`config.mk`:
```
export PLATFORM = sky130hd
export DESIGN_NAME = qpsk_symbol_framer_flat
export DESIGN_NICKNAME = d
export VERILOG_FILES = /design/src/rtl/qpsk_symbol_framer_if.sv /design/src/rtl/qpsk_symbol_framer.sv /design/src/flat_wrapper.sv
export SDC_FILE = /design/constraint.sdc
export NUM_CORES = 1
export LEC_CHECK = 0
export CAP_MARGIN = 0
export CORE_MARGIN = 2
export CORE_UTILIZATION = 45
export CTS_CLUSTER_SIZE = 8
export DETAILED_ROUTE_END_ITERATION = 7
export PLACE_DENSITY = 0.58
export SLEW_MARGIN = 20
export SYNTH_ARGS = -nofsm -noshare
export SYNTH_HDL_FRONTEND = slang
export SYNTH_SLANG_ARGS = --single-unit
```
`constraint.sdc`:
```
create_clock -name clk -period 8.9 [get_ports clk]
set_input_delay 2.225 -clock clk [delete_from_list [all_inputs] [get_ports clk]]
set_output_delay 2.225 -clock clk [all_outputs]
set_load 0.02 [all_outputs]
```
`src/rtl/qpsk_symbol_framer_if.sv`:
```
// Handshake and symbol-stream bundle for qpsk_symbol_framer.
// The master side is the byte source / modulator; the slave side is the framer.
interface qpsk_symbol_framer_if #(
    parameter int FIFO_DEPTH = 16
);
    localparam int LW = $clog2(FIFO_DEPTH) + 1;

    logic [7:0]    data_in;
    logic          data_valid;
    logic          data_ready;
    logic          start;
    logic [7:0]    frame_len;
    logic          mod_req;
    logic [1:0]    symbol_out;
    logic          symbol_en;
    logic          busy;
    logic          done;
    logic          underrun;
    logic [LW-1:0] fifo_level;

    modport master (
        output data_in, data_valid, start, frame_len, mod_req,
        input  data_ready, symbol_out, symbol_en, busy, done, underrun, fifo_level
    );

    modport slave (
        input  data_in, data_valid, start, frame_len, mod_req,
        output data_ready, symbol_out, symbol_en, busy, done, underrun, fifo_level
    );
endinterface

```
`src/rtl/qpsk_symbol_framer.sv`:
```
// QPSK frame builder: preamble, sync word, then FIFO-fed payload bytes,
// one 2-bit symbol per modulator strobe.
module qpsk_symbol_framer #(
    parameter int          PREAMBLE_SYMS = 16,
    parameter logic [15:0] SYNC_WORD     = 16'hD391,
    parameter int          FIFO_DEPTH    = 16
) (
    input logic            clk,
    input logic            reset,
    qpsk_symbol_framer_if.slave bus
);
    localparam int         AW  = $clog2(FIFO_DEPTH);
    localparam int         LW  = AW + 1;
    localparam logic [7:0] PRE = 8'(PREAMBLE_SYMS);

    typedef enum logic [2:0] {IDLE, ARMED, PREAMBLE, SYNC, PAYLOAD, TAIL} state_t;

    state_t        state, state_n;
    logic [7:0]    cnt, cnt_n, left, left_n, cur, cur_n;
    logic [1:0]    pidx, pidx_n, sym, sym_n;
    logic          en, en_n, done_r, done_n, und, und_n;
    logic          pop, push, empty, need_byte;
    logic [7:0]    pay_sh, rd_data;
    logic [15:0]   sync_sh;

    logic [7:0]    mem [FIFO_DEPTH];
    logic [AW-1:0] wr_ptr, rd_ptr;
    logic [LW-1:0] level;

    assign empty          = (level == '0);
    assign bus.data_ready = (level != LW'(FIFO_DEPTH));
    assign push           = bus.data_valid && bus.data_ready;
    assign rd_data        = mem[rd_ptr];

    always_ff @(posedge clk) begin
        if (push) mem[wr_ptr] <= bus.data_in;
    end

    // Pointers wrap naturally because the depth is a power of two.
    always_ff @(posedge clk or posedge reset) begin
        if (reset) begin
            wr_ptr <= '0;
            rd_ptr <= '0;
            level  <= '0;
        end else begin
            if (push) wr_ptr <= wr_ptr + 1'b1;
            if (pop)  rd_ptr <= rd_ptr + 1'b1;
            if (push && !pop)      level <= level + 1'b1;
            else if (!push && pop) level <= level - 1'b1;
        end
    end

    always_ff @(posedge clk or posedge reset) begin
        if (reset) begin
            state  <= IDLE;
            cnt    <= '0;
            left   <= '0;
            cur    <= '0;
            pidx   <= '0;
            sym    <= 2'b00;
            en     <= 1'b0;
            done_r <= 1'b0;
            und    <= 1'b0;
        end else begin
            state  <= state_n;
            cnt    <= cnt_n;
            left   <= left_n;
            cur    <= cur_n;
            pidx   <= pidx_n;
            sym    <= sym_n;
            en     <= en_n;
            done_r <= done_n;
            und    <= und_n;
        end
    end

    always_comb begin
        state_n   = state;
        cnt_n     = cnt;
        left_n    = left;
        cur_n     = cur;
        pidx_n    = pidx;
        sym_n     = sym;
        en_n      = en;
        done_n    = 1'b0;
        und_n     = 1'b0;
        pop       = 1'b0;
        need_byte = 1'b0;
        pay_sh    = cur << {pidx, 1'b0};
        sync_sh   = SYNC_WORD << {cnt[2:0], 1'b0};
        case (state)
            IDLE: if (bus.start && bus.frame_len != 8'd0) begin
                state_n = ARMED;
                left_n  = bus.frame_len;
            end
            ARMED: if (bus.mod_req) begin
                state_n = PREAMBLE;
                sym_n   = 2'b00;
                en_n    = 1'b1;
                cnt_n   = 8'd1;
            end
            PREAMBLE: if (bus.mod_req) begin
                if (cnt == PRE) begin
                    state_n = SYNC;
                    sym_n   = SYNC_WORD[15:14];
                    cnt_n   = 8'd1;
                end else begin
                    sym_n = cnt[0] ? 2'b10 : 2'b00;
                    cnt_n = cnt + 8'd1;
                end
            end
            SYNC: if (bus.mod_req) begin
                if (cnt == 8'd8) need_byte = 1'b1;
                else begin
                    sym_n = sync_sh[15:14];
                    cnt_n = cnt + 8'd1;
                end
            end
            PAYLOAD: if (bus.mod_req) begin
                if (pidx != 2'd0) begin
                    sym_n  = pay_sh[7:6];
                    pidx_n = pidx + 2'd1;
                end else if (left == 8'd0) begin
                    state_n = TAIL;
                    sym_n   = 2'b00;
                    en_n    = 1'b0;
                    done_n  = 1'b1;
                end else need_byte = 1'b1;
            end
            TAIL:    state_n = IDLE;
            default: state_n = IDLE;
        endcase
        // A byte is fetched on the strobe that emits its first pair; an empty
        // FIFO at that moment aborts the frame without touching its contents.
        if (need_byte) begin
            if (empty) begin
                state_n = IDLE;
                sym_n   = 2'b00;
                en_n    = 1'b0;
                und_n   = 1'b1;
            end else begin
                state_n = PAYLOAD;
                pop     = 1'b1;
                cur_n   = rd_data;
                sym_n   = rd_data[7:6];
                pidx_n  = 2'd1;
                left_n  = left - 8'd1;
            end
        end
    end

    assign bus.symbol_out = sym;
    assign bus.symbol_en  = en;
    assign bus.busy       = (state != IDLE);
    assign bus.done       = done_r;
    assign bus.underrun   = und;
    assign bus.fifo_level = level;
endmodule

```
`src/flat_wrapper.sv`:
```
// flat-port wrapper written by rule: the top's interface ports become plain ports
module qpsk_symbol_framer_flat 
#(
    parameter int          PREAMBLE_SYMS = 16,
    parameter logic [15:0] SYNC_WORD     = 16'hD391,
    parameter int          FIFO_DEPTH    = 16
)
  (clk, reset, bus_data_in, bus_data_valid, bus_start, bus_frame_len, bus_mod_req, bus_data_ready, bus_symbol_out, bus_symbol_en, bus_busy, bus_done, bus_underrun, bus_fifo_level);
  qpsk_symbol_framer_if #(.FIFO_DEPTH(FIFO_DEPTH)) bus_i ();
  input logic clk;
  input logic reset;
  input wire logic [$bits(bus_i.data_in)-1:0] bus_data_in;
  input wire logic [$bits(bus_i.data_valid)-1:0] bus_data_valid;
  input wire logic [$bits(bus_i.start)-1:0] bus_start;
  input wire logic [$bits(bus_i.frame_len)-1:0] bus_frame_len;
  input wire logic [$bits(bus_i.mod_req)-1:0] bus_mod_req;
  output wire logic [$bits(bus_i.data_ready)-1:0] bus_data_ready;
  output wire logic [$bits(bus_i.symbol_out)-1:0] bus_symbol_out;
  output wire logic [$bits(bus_i.symbol_en)-1:0] bus_symbol_en;
  output wire logic [$bits(bus_i.busy)-1:0] bus_busy;
  output wire logic [$bits(bus_i.done)-1:0] bus_done;
  output wire logic [$bits(bus_i.underrun)-1:0] bus_underrun;
  output wire logic [$bits(bus_i.fifo_level)-1:0] bus_fifo_level;
  assign bus_i.data_in = bus_data_in;
  assign bus_i.data_valid = bus_data_valid;
  assign bus_i.start = bus_start;
  assign bus_i.frame_len = bus_frame_len;
  assign bus_i.mod_req = bus_mod_req;
  assign bus_data_ready = bus_i.data_ready;
  assign bus_symbol_out = bus_i.symbol_out;
  assign bus_symbol_en = bus_i.symbol_en;
  assign bus_busy = bus_i.busy;
  assign bus_done = bus_i.done;
  assign bus_underrun = bus_i.underrun;
  assign bus_fifo_level = bus_i.fifo_level;
  qpsk_symbol_framer #(.PREAMBLE_SYMS(PREAMBLE_SYMS), .SYNC_WORD(SYNC_WORD), .FIFO_DEPTH(FIFO_DEPTH)) u_core (.clk(clk), .reset(reset), .bus(bus_i));
endmodule
```
* After elaboration in Yosys (flattened, before gate mapping)
Memory sizes are Yosys's and may differ from the RTL's.
Cells that the tools add are included.
** Cells by class
- Add/sub/neg operators :: 7
- Equality and inequality tests :: 22
- Shifts and indexed selects :: 2
- Mux-type cells :: 62
- Bitwise operators :: 1
- Reductions and logical operators :: 19
** Operators with widths (count)
- 2-to-1 mux 8 bit :: 9
- 2-to-1 mux 2 bit :: 16
- 2-to-1 mux 3 bit :: 9
- one-hot mux 8 bit (3 select lines) :: 1
- 2-to-1 mux 1 bit :: 21
- inequality test 3 x 2 -> 1 bit, second input constant :: 6
- << shifter 16 x 4 -> 16 bit, first input constant :: 1
- one-hot mux 3 bit (5 select lines) :: 1
- 2-to-1 mux 5 bit :: 2
- inequality test 3 x 1 -> 1 bit, second input constant :: 3
- adder 4 x 1 -> 4 bit, second input constant :: 2
- adder 8 x 1 -> 8 bit, second input constant :: 1
- equality test 8 x 4 -> 1 bit, second input constant :: 1
- equality test 8 x 5 -> 1 bit, second input constant :: 1
- logical NOT 8 bit :: 1
- inequality test 2 bit, second input constant :: 4
- one-hot mux 2 bit (4 select lines) :: 1
- AND reduction 8 bit :: 1
- nonzero test 8 bit :: 1
- << shifter 8 x 3 -> 8 bit :: 1
- subtractor 8 x 1 -> 8 bit, second input constant :: 1
- AND reduction 7 bit :: 1
- equality test 3 x 2 -> 1 bit, second input constant :: 2
- nonzero test 3 bit :: 2
- other kinds (18) :: 24
** Storage, ports and cells
- Bits in registers :: 47
- Memory bits (writable) :: 128
- Bits of input ports :: 21
- Logic and storage cells :: 126
- Memories :: 1
** Memories
- u_core.mem :: depth 16, bits a word 8, read ports 1, clocked after memory_dff 0, wr ports 1, line qpsk_symbol_framer.sv:26 : logic [7:0] mem [FIFO_DEPTH];

* Depth between registers and ports, before layout
Gate-level depths: netlist of run 1.
- Depth after elaboration :: 9
- Depth in mapped cells :: 15
- Gate-level depth less buffers :: 14

* Least setup slack after synthesis of run 1
Ideal clock, no wire load.
- Kind :: input to register
- From :: input port bus_mod_req
- To :: register u_core.level[4], in the netlist u_core.bus.fifo_level[4]
- Arrival :: 4.488 ns
- Data required time :: 8.768 ns
- Setup slack :: 4.280 ns
- Cell stages on the path :: 14
- Path buffers :: 2
- Path through :: clkbuf_1 nand2_1 a211oi_1 o21a_2 inv_2 buf_2 ha_1 inv_1 ha_1 a21o_1 a21oi_1 xnor2_1 nor2_1 xor2_1
** On the way
- Cells in the longest elaborated chain, start to end :: 6
- Elaborated cells on any way between the ends :: 9
- Those cells by class :: mux (5); reduce/logical (4)
** Ends and longest elaborated chain
- start: declaration :: line flat_wrapper.sv:16 : input wire logic [$bits(bus_i.mod_req)-1:0] bus_mod_req;
- 2-to-1 mux 1 bit, on equally long branches :: line qpsk_symbol_framer.sv:119, qpsk_symbol_framer.sv:112
- one-hot mux 1 bit (2 select lines) * :: line qpsk_symbol_framer.sv:91 : case (state)
- 2-to-1 mux 1 bit * :: line qpsk_symbol_framer.sv:135 : if (need_byte) begin
- logical NOT 1 bit :: line qpsk_symbol_framer.sv:48 : if (push && !pop) level <= level + 1'b1;
- logical AND 1 bit :: line qpsk_symbol_framer.sv:48
- 2-to-1 mux 5 bit / nonzero test 2 bit (equally long branches)
- end signal: assignment :: line qpsk_symbol_framer.sv:48
- end signal: assignment :: line qpsk_symbol_framer.sv:49 : else if (!push && pop) level <= level - 1'b1;
- end: declaration :: line qpsk_symbol_framer.sv:28 : logic [LW-1:0] level;
Mark *: on every way between the ends. The rest lies on a longest branch, timed or not.
A chain may end at the register's enable or synchronous reset.

* Final worst setup path of run 1
Same ends and word-level chain as after synthesis.

==> results of run 1 <==
[worst min path at each step]
stage,start,end,slack [ns],cells after the start
finish,u_core.cur[7],u_core.cur[7],0.48,1
global route,u_core.cur[0],u_core.cur[0],0.50,1
CTS,u_core.cur[7],u_core.cur[7],0.48,1
detailed placement,u_core.cur[7],u_core.cur[7],0.47,1
global placement,u_core.cur[6],u_core.cur[6],0.46,2
floorplan,u_core.cur[6],u_core.cur[6],0.44,2
[state kept, by name, summed over array words and instances, names as in the netlist]
register,count
u_core.left,8
u_core.bus.fifo_level,5
u_core.bus.symbol_en,1
u_core.mem,128
u_core.pidx,2
u_core.bus.done,1
u_core.state,3
u_core.rd_ptr,4
u_core.wr_ptr,4
u_core.cur,8
u_core.bus.symbol_out,2
u_core.cnt,8
u_core.bus.underrun,1
[area by class of cell]
cell class	count	share of cell area, %
clock inverter	15	1.977
sequential	175	57.91
inverter	12	0.5339
multi-input combinational	281	27.29
clock buffer	17	4.906
tap	220	3.175
timing repair buffer	38	4.214
[per-stage QoR]
stage / hold slack, ns / total power [mW] / setup slack, ns / cell area [um2]
2_1_floorplan: 0.4412 / 1.517 / 4.280 / 7550
3_3_place_gp: 0.4563 / 1.681 / 3.430 / 8073
3_5_place_dp: 0.4665 / 1.695 / 3.361 / 8073
4_1_cts: 0.4821 / 2.445 / 3.806 / 8670
5_1_grt: 0.4994 / 2.539 / 3.468 / 8671
6_report: 0.4817 / 2.418 / 3.773 / 8671
[worst max-delay path: cells and delay by family]
| family | cells | cell delay, ns |
|---|---|---|
| simple gates | 2 | 0.20 |
| xor+xnor | 2 | 0.27 |
| buf+inv | 3 | 1.12 |
| compound gates | 4 | 1.03 |
| fa+ha+maj | 2 | 0.59 |
[cells by family (layout without fill, tap and decap cells)]
family          after synthesis  after routing  share of synthesized area, %
flops                       175            175                         66.49
fa+ha+maj                    16             16                         2.751
mux                          39             39                         10.86
buf+inv                      38             82                         2.237
compound gates               84             84                         7.474
simple gates                131            131                         8.916
xor+xnor                     11             11                         1.276
[cells in the final DEF, fill, tap and decap left out, types with 9 or more instances in the layout]
master / instances
inv_1: 10
a22oi_1: 17
a21o_1: 9
clkbuf_16: 17
dfrtp_1: 46
o21ai_0: 21
edfxtp_1: 128
nand3_1: 10
nor3_1: 19
nor2_1: 28
clkdlybuf4s50_1: 32
nand2_1: 33
ha_1: 15
mux4_2: 34
a21oi_1: 15
[routing by layer]
layer	share of wire (%)	vias up	global-route usage, %
met5	0	-	0
met2	49	99	29.93
li1	-	1964	-
met4	1.6	0	6.147
met1	46	2157	24.10
met3	4.0	18	4.376
[where the power goes]
group	leakage, nW	internal (mW)	total (mW)	switching (mW)
clock network	0.288	0.401	0.749	0.348
logic	1.02	0.268	0.556	0.288
registers	1.73	1.01	1.11	0.102
total	3.04	1.68	2.42	0.738
==> impl_metrics.tcl, run 1 <==
set metrics [dict create \
    hpwlAfterDp_mm 9.554 \
    p_leak_nw 3.037 \
    final_cells 758 \
    cp_max_fo 32 \
    nets 562 \
    worstPathCellList "clkdlybuf4s50_1 > nand2_1 > a211oi_1 > o21a_2 > inv_2 > ha_1 > inv_1 > ha_1 > a21o_1 > a21oi_1 > xnor2_1 > nor2_1 > xor2_1" \
    cts_tree "built" \
    hold_viol_final 0 \
    seqCellArea_um2 5021 \
    htree_levels 4 \
    vias_per_cell 5.591 \
    num_rows 47 \
    r2r-end "u_core.bus.fifo_level[4]" \
    cts_buffer_depth 2 \
    die_x_um 133.5 \
    tns_ns 0 \
    grt_pass1_vias 4297 \
    yosysTopAreaCellShare_pct 50.91 \
    cts_root_buffer "clkbuf_16" \
    rsz0062_at_grt "false" \
    fillers 1340 \
    drt_iter0_drc 333 \
    end_kind "flip-flop" \
    grt_usage_pct 18.24 \
    yosys.area.top_type "edfxtp_1" \
    coreArea_um2 16470 \
    drive_gt1_share_pct 16.17 \
    power.density_nw_per_um2 278.8 \
    gp_routability_congestion 0.7521 \
    reg2reg_depth 14 \
    post-route-period-util_pct 57.61 \
    critPathSlowestCell "clkdlybuf4s50_1" \
    cts.repair.resized 0 \
    synth_top_cells_by_area "edfxtp_1 (51%), dfrtp_1 (16%), mux4_2 (10%), ha_1 (2.5%), a22oi_1 (1.7%)" \
    min_path_type "flip-flop to flip-flop" \
    overflow 0 \
    yosysUniqueCellTypes 56 \
    ios 33 \
    synth-seq-cells 175 \
    path_class "input port to flip-flop" \
    ir_worst_vdd_mv 0.1519 \
    multiInputGateArea_um2 2366 \
    skew_ns 0.009494 \
    maxCapViolations 0 \
    tightest_slew_ns 1.008 \
    slew_headroom_pct 32.55 \
    max_freq_mhz 195.0 \
    cts_setup_buffers 0 \
    synthToLayoutAreaGrowth_pct 14.85 \
    ant_nets 0 \
    finalSetupViolCount 0 \
    synth_edf_count 128 \
    syn_avg_cell_area_um2 15.28 \
    die_area_um2 17830 \
    r2r-start "u_core.cnt[0]" \
    drv_slew 0 \
    cts.sinks 175 \
    vias 4238 \
    hold_buffers 0 \
    wl_mm 15.17 \
    cp.required_ns 9.21 \
    fin_crit_ns 5.127 \
    synth_warnings 0 \
    wl_per_cell_um 20.02 \
    numCtsBuffers 17 \
    final_util_pct 52.66 \
    status "finished, final reports clean" \
    synth_nets 531 \
    cpMostUsedCell "ha_1" \
    max_stage_delay_ns 0.68 \
    clock_latency_ns 0.44 \
    die_h_um 133.5 \
    syn_area_um2 7550 \
    initial_utilization_pct 45.85 \
    portBuffers 32 \
    antenna_found_initial 0 \
    clkTransAtPathRegs_ns 0.07 \
    drtPass1Iterations 5 \
    grt_pass1_wl_mm 24.10 \
    crit_end "u_core.bus.fifo_level[4]" \
    drc 0 \
    r2r_slack_ns 5.16 \
    crit_path_start "bus_mod_req" \
    start_kind "input port" \
    dp_cells 726 \
    grt_start_max_net_pins 48 \
    synth_most_common_cell "edfxtp_1" \
    ys_top_cells_by_count "edfxtp_1 (128), dfrtp_1 (47), mux4_2 (34)" \
    async_flop_share_pct 26.86 \
    seq_area_frac_synth_pct 66.49 \
    postSynthCellCount 494 \
    synthFlopType "edfxtp_1" \
    crit_arrival_ns 5.44 \
    diodes 0 \
]
Power figures use the tool's default switching activity.
==> run 2, diff against run 1 <==
==> constraint.sdc (replaced) <==
create_clock -name clk -period 5.1 [get_ports clk]
set_input_delay 1.275 -clock clk [delete_from_list [all_inputs] [get_ports clk]]
set_output_delay 1.275 -clock clk [all_outputs]
set_load 0.02 [all_outputs]
==> impl_metrics.tcl, run 2 (synthesized netlist as in run 1, its figures left out) <==
set metrics [dict create \
    status "finished, final reports clean" \
    hold_buffers 0 \
    die_area_um2 17830 \
    cts_tree "built" \
    tns_ns 0 \
    numCtsBuffers 17 \
    tightest_slew_ns 1.004 \
    rsz0062_at_grt "false" \
    drc 0 \
    ant_nets 0 \
    regMostFlops "u_core.mem" \
    drtPass1Iterations 7 \
    cts_setup_buffers 0 \
    met3_usage_pct 3.843 \
    max_freq_mhz 262.6 \
    overflow 0 \
    fin_ws_ns 1.292 \
    slew_headroom_pct 32.79 \
    hold_viol_final 0 \
    total_power_mw 4.077 \
    drt_iter0_drc 321 \
    start_kind "input port" \
    end_kind "flip-flop" \
    die_h_um 133.5 \
    crit_arrival_ns 4.12 \
    num_rows 47 \
    ir_worst_vdd_mv 0.2673 \
    grt_pass1_wl_mm 24.05 \
    initial_utilization_pct 45.85 \
    grt_use_met2_pct 29.93 \
    min_path_type "flip-flop to flip-flop" \
    nets 563 \
    fin_crit_ns 3.808 \
    synthToLayoutAreaGrowth_pct 13.99 \
    p_leak_nw 2.995 \
    cts_root_buffer "clkbuf_16" \
    grtUsageMet1_pct 24.50 \
    holdWs_ns 0.4884 \
    grt_usage_pct 18.20 \
    vias 4307 \
    gp_routability_congestion 0.7753 \
    power.density_nw_per_um2 473.8 \
    grt_start_max_net_pins 48 \
    hpwlAfterDp_mm 9.370 \
    coreArea_um2 16470 \
    ios 33 \
    maxCapViolations 0 \
    clkTransAtPathRegs_ns 0.06 \
    cts.sinks 175 \
    htree_levels 4 \
    cp_max_fo 14 \
    top_usage_layer "met2" \
    antenna_found_initial 0 \
    drv_slew 0 \
    drive_gt1_share_pct 15.40 \
    cts_buffer_depth 2 \
    clock_latency_ns 0.42 \
    layout_commonest_cell "edfxtp_1" \
    die_x_um 133.5 \
    cp.required_ns 5.41 \
    wl_per_cell_um 19.97 \
    cts.repair.resized 0 \
    largest_register_ffs 128 \
    path_class "input port to flip-flop" \
    finalSetupViolCount 0 \
    vias_per_cell 5.675 \
    portBuffers 32 \
    dpl_worst_slack_ns 0.8174 \
    layout_common_cells "edfxtp_1 (128), dfrtp_1 (46), mux4_2 (34), nand2_1 (33), clkdlybuf4s50_1 (32)" \
    skew_ns 0.007921 \
    wl_mm 15.16 \
    diodes 0 \
    grt_pass1_vias 4312 \
    post-route-period-util_pct 74.67 \
]
## run 2: changes by cell type in the layout (fill, tap and decap cells not counted), moves of 2 or more
cell and delta:
clkbuf_1 +2, clkinv_1 +3, clkinv_8 -2, inv_8 -4
clkinv_4 +3, inv_6 -2
## run 2: critical path, stage by stage
cell and delay [ns]:
clkdlybuf4s50_1 0.67, nand2b_1 0.21, nor4_4 0.22, o21a_2 0.33
inv_2 0.06, ha_1 0.20, inv_1 0.14, ha_1 0.29
a21o_1 0.19, a21oi_1 0.18, xnor2_1 0.14, nor2_1 0.06
xor2_1 0.14
## run 2: power by group
part | internal (mW) | total (mW) | switching [mW]
combinational | 0.468 | 0.927 | 0.460
sequential | 1.76 | 1.99 | 0.226
clock | 0.621 | 1.16 | 0.539
total | 2.85 | 4.08 | 1.22
## run 2: through the flow
step,utilization (%),cells,instance area (um2)
global placement,49.07,727,8080
finish,52.26,759,8606
floorplan,-,494,7550
CTS,52.26,759,8605
global route,52.26,759,8606
detailed placement,49.07,727,8080
## run 2: final timing paths
check / to / startpoint / cells after the start / slack [ns]
hold / removal: u_core.cur[4] / u_core.cur[4] / 1 / 0.49
setup / recovery: u_core.bus.fifo_level[4] / bus_mod_req / 13 / 1.29
min in group asynchronous: u_core.state[2] / reset / 2 / 1.32
max in group asynchronous: u_core.rd_ptr[0] / reset / 2 / 3.24
hold reg to reg: u_core.cur[4] / u_core.cur[4] / 1 / 0.49
setup reg to reg: u_core.bus.fifo_level[4] / u_core.cnt[1] / 14 / 1.70
## run 2: per-layer routing
layer	vias up	wire (um)
met1	2187	6725
li1	1974	-
met4	0	205
met3	21	690
met5	-	0
met2	125	7535
## run 2: final cells by class
class                      instances  area, um2
multi-input combinational        281       2366
clock inverter                    13      91.34
clock buffer                      19      432.9
inverter                          12      46.29
timing repair buffer              39      372.9
fill                            1391       7860
sequential                       175       5021
tap                              220      275.3
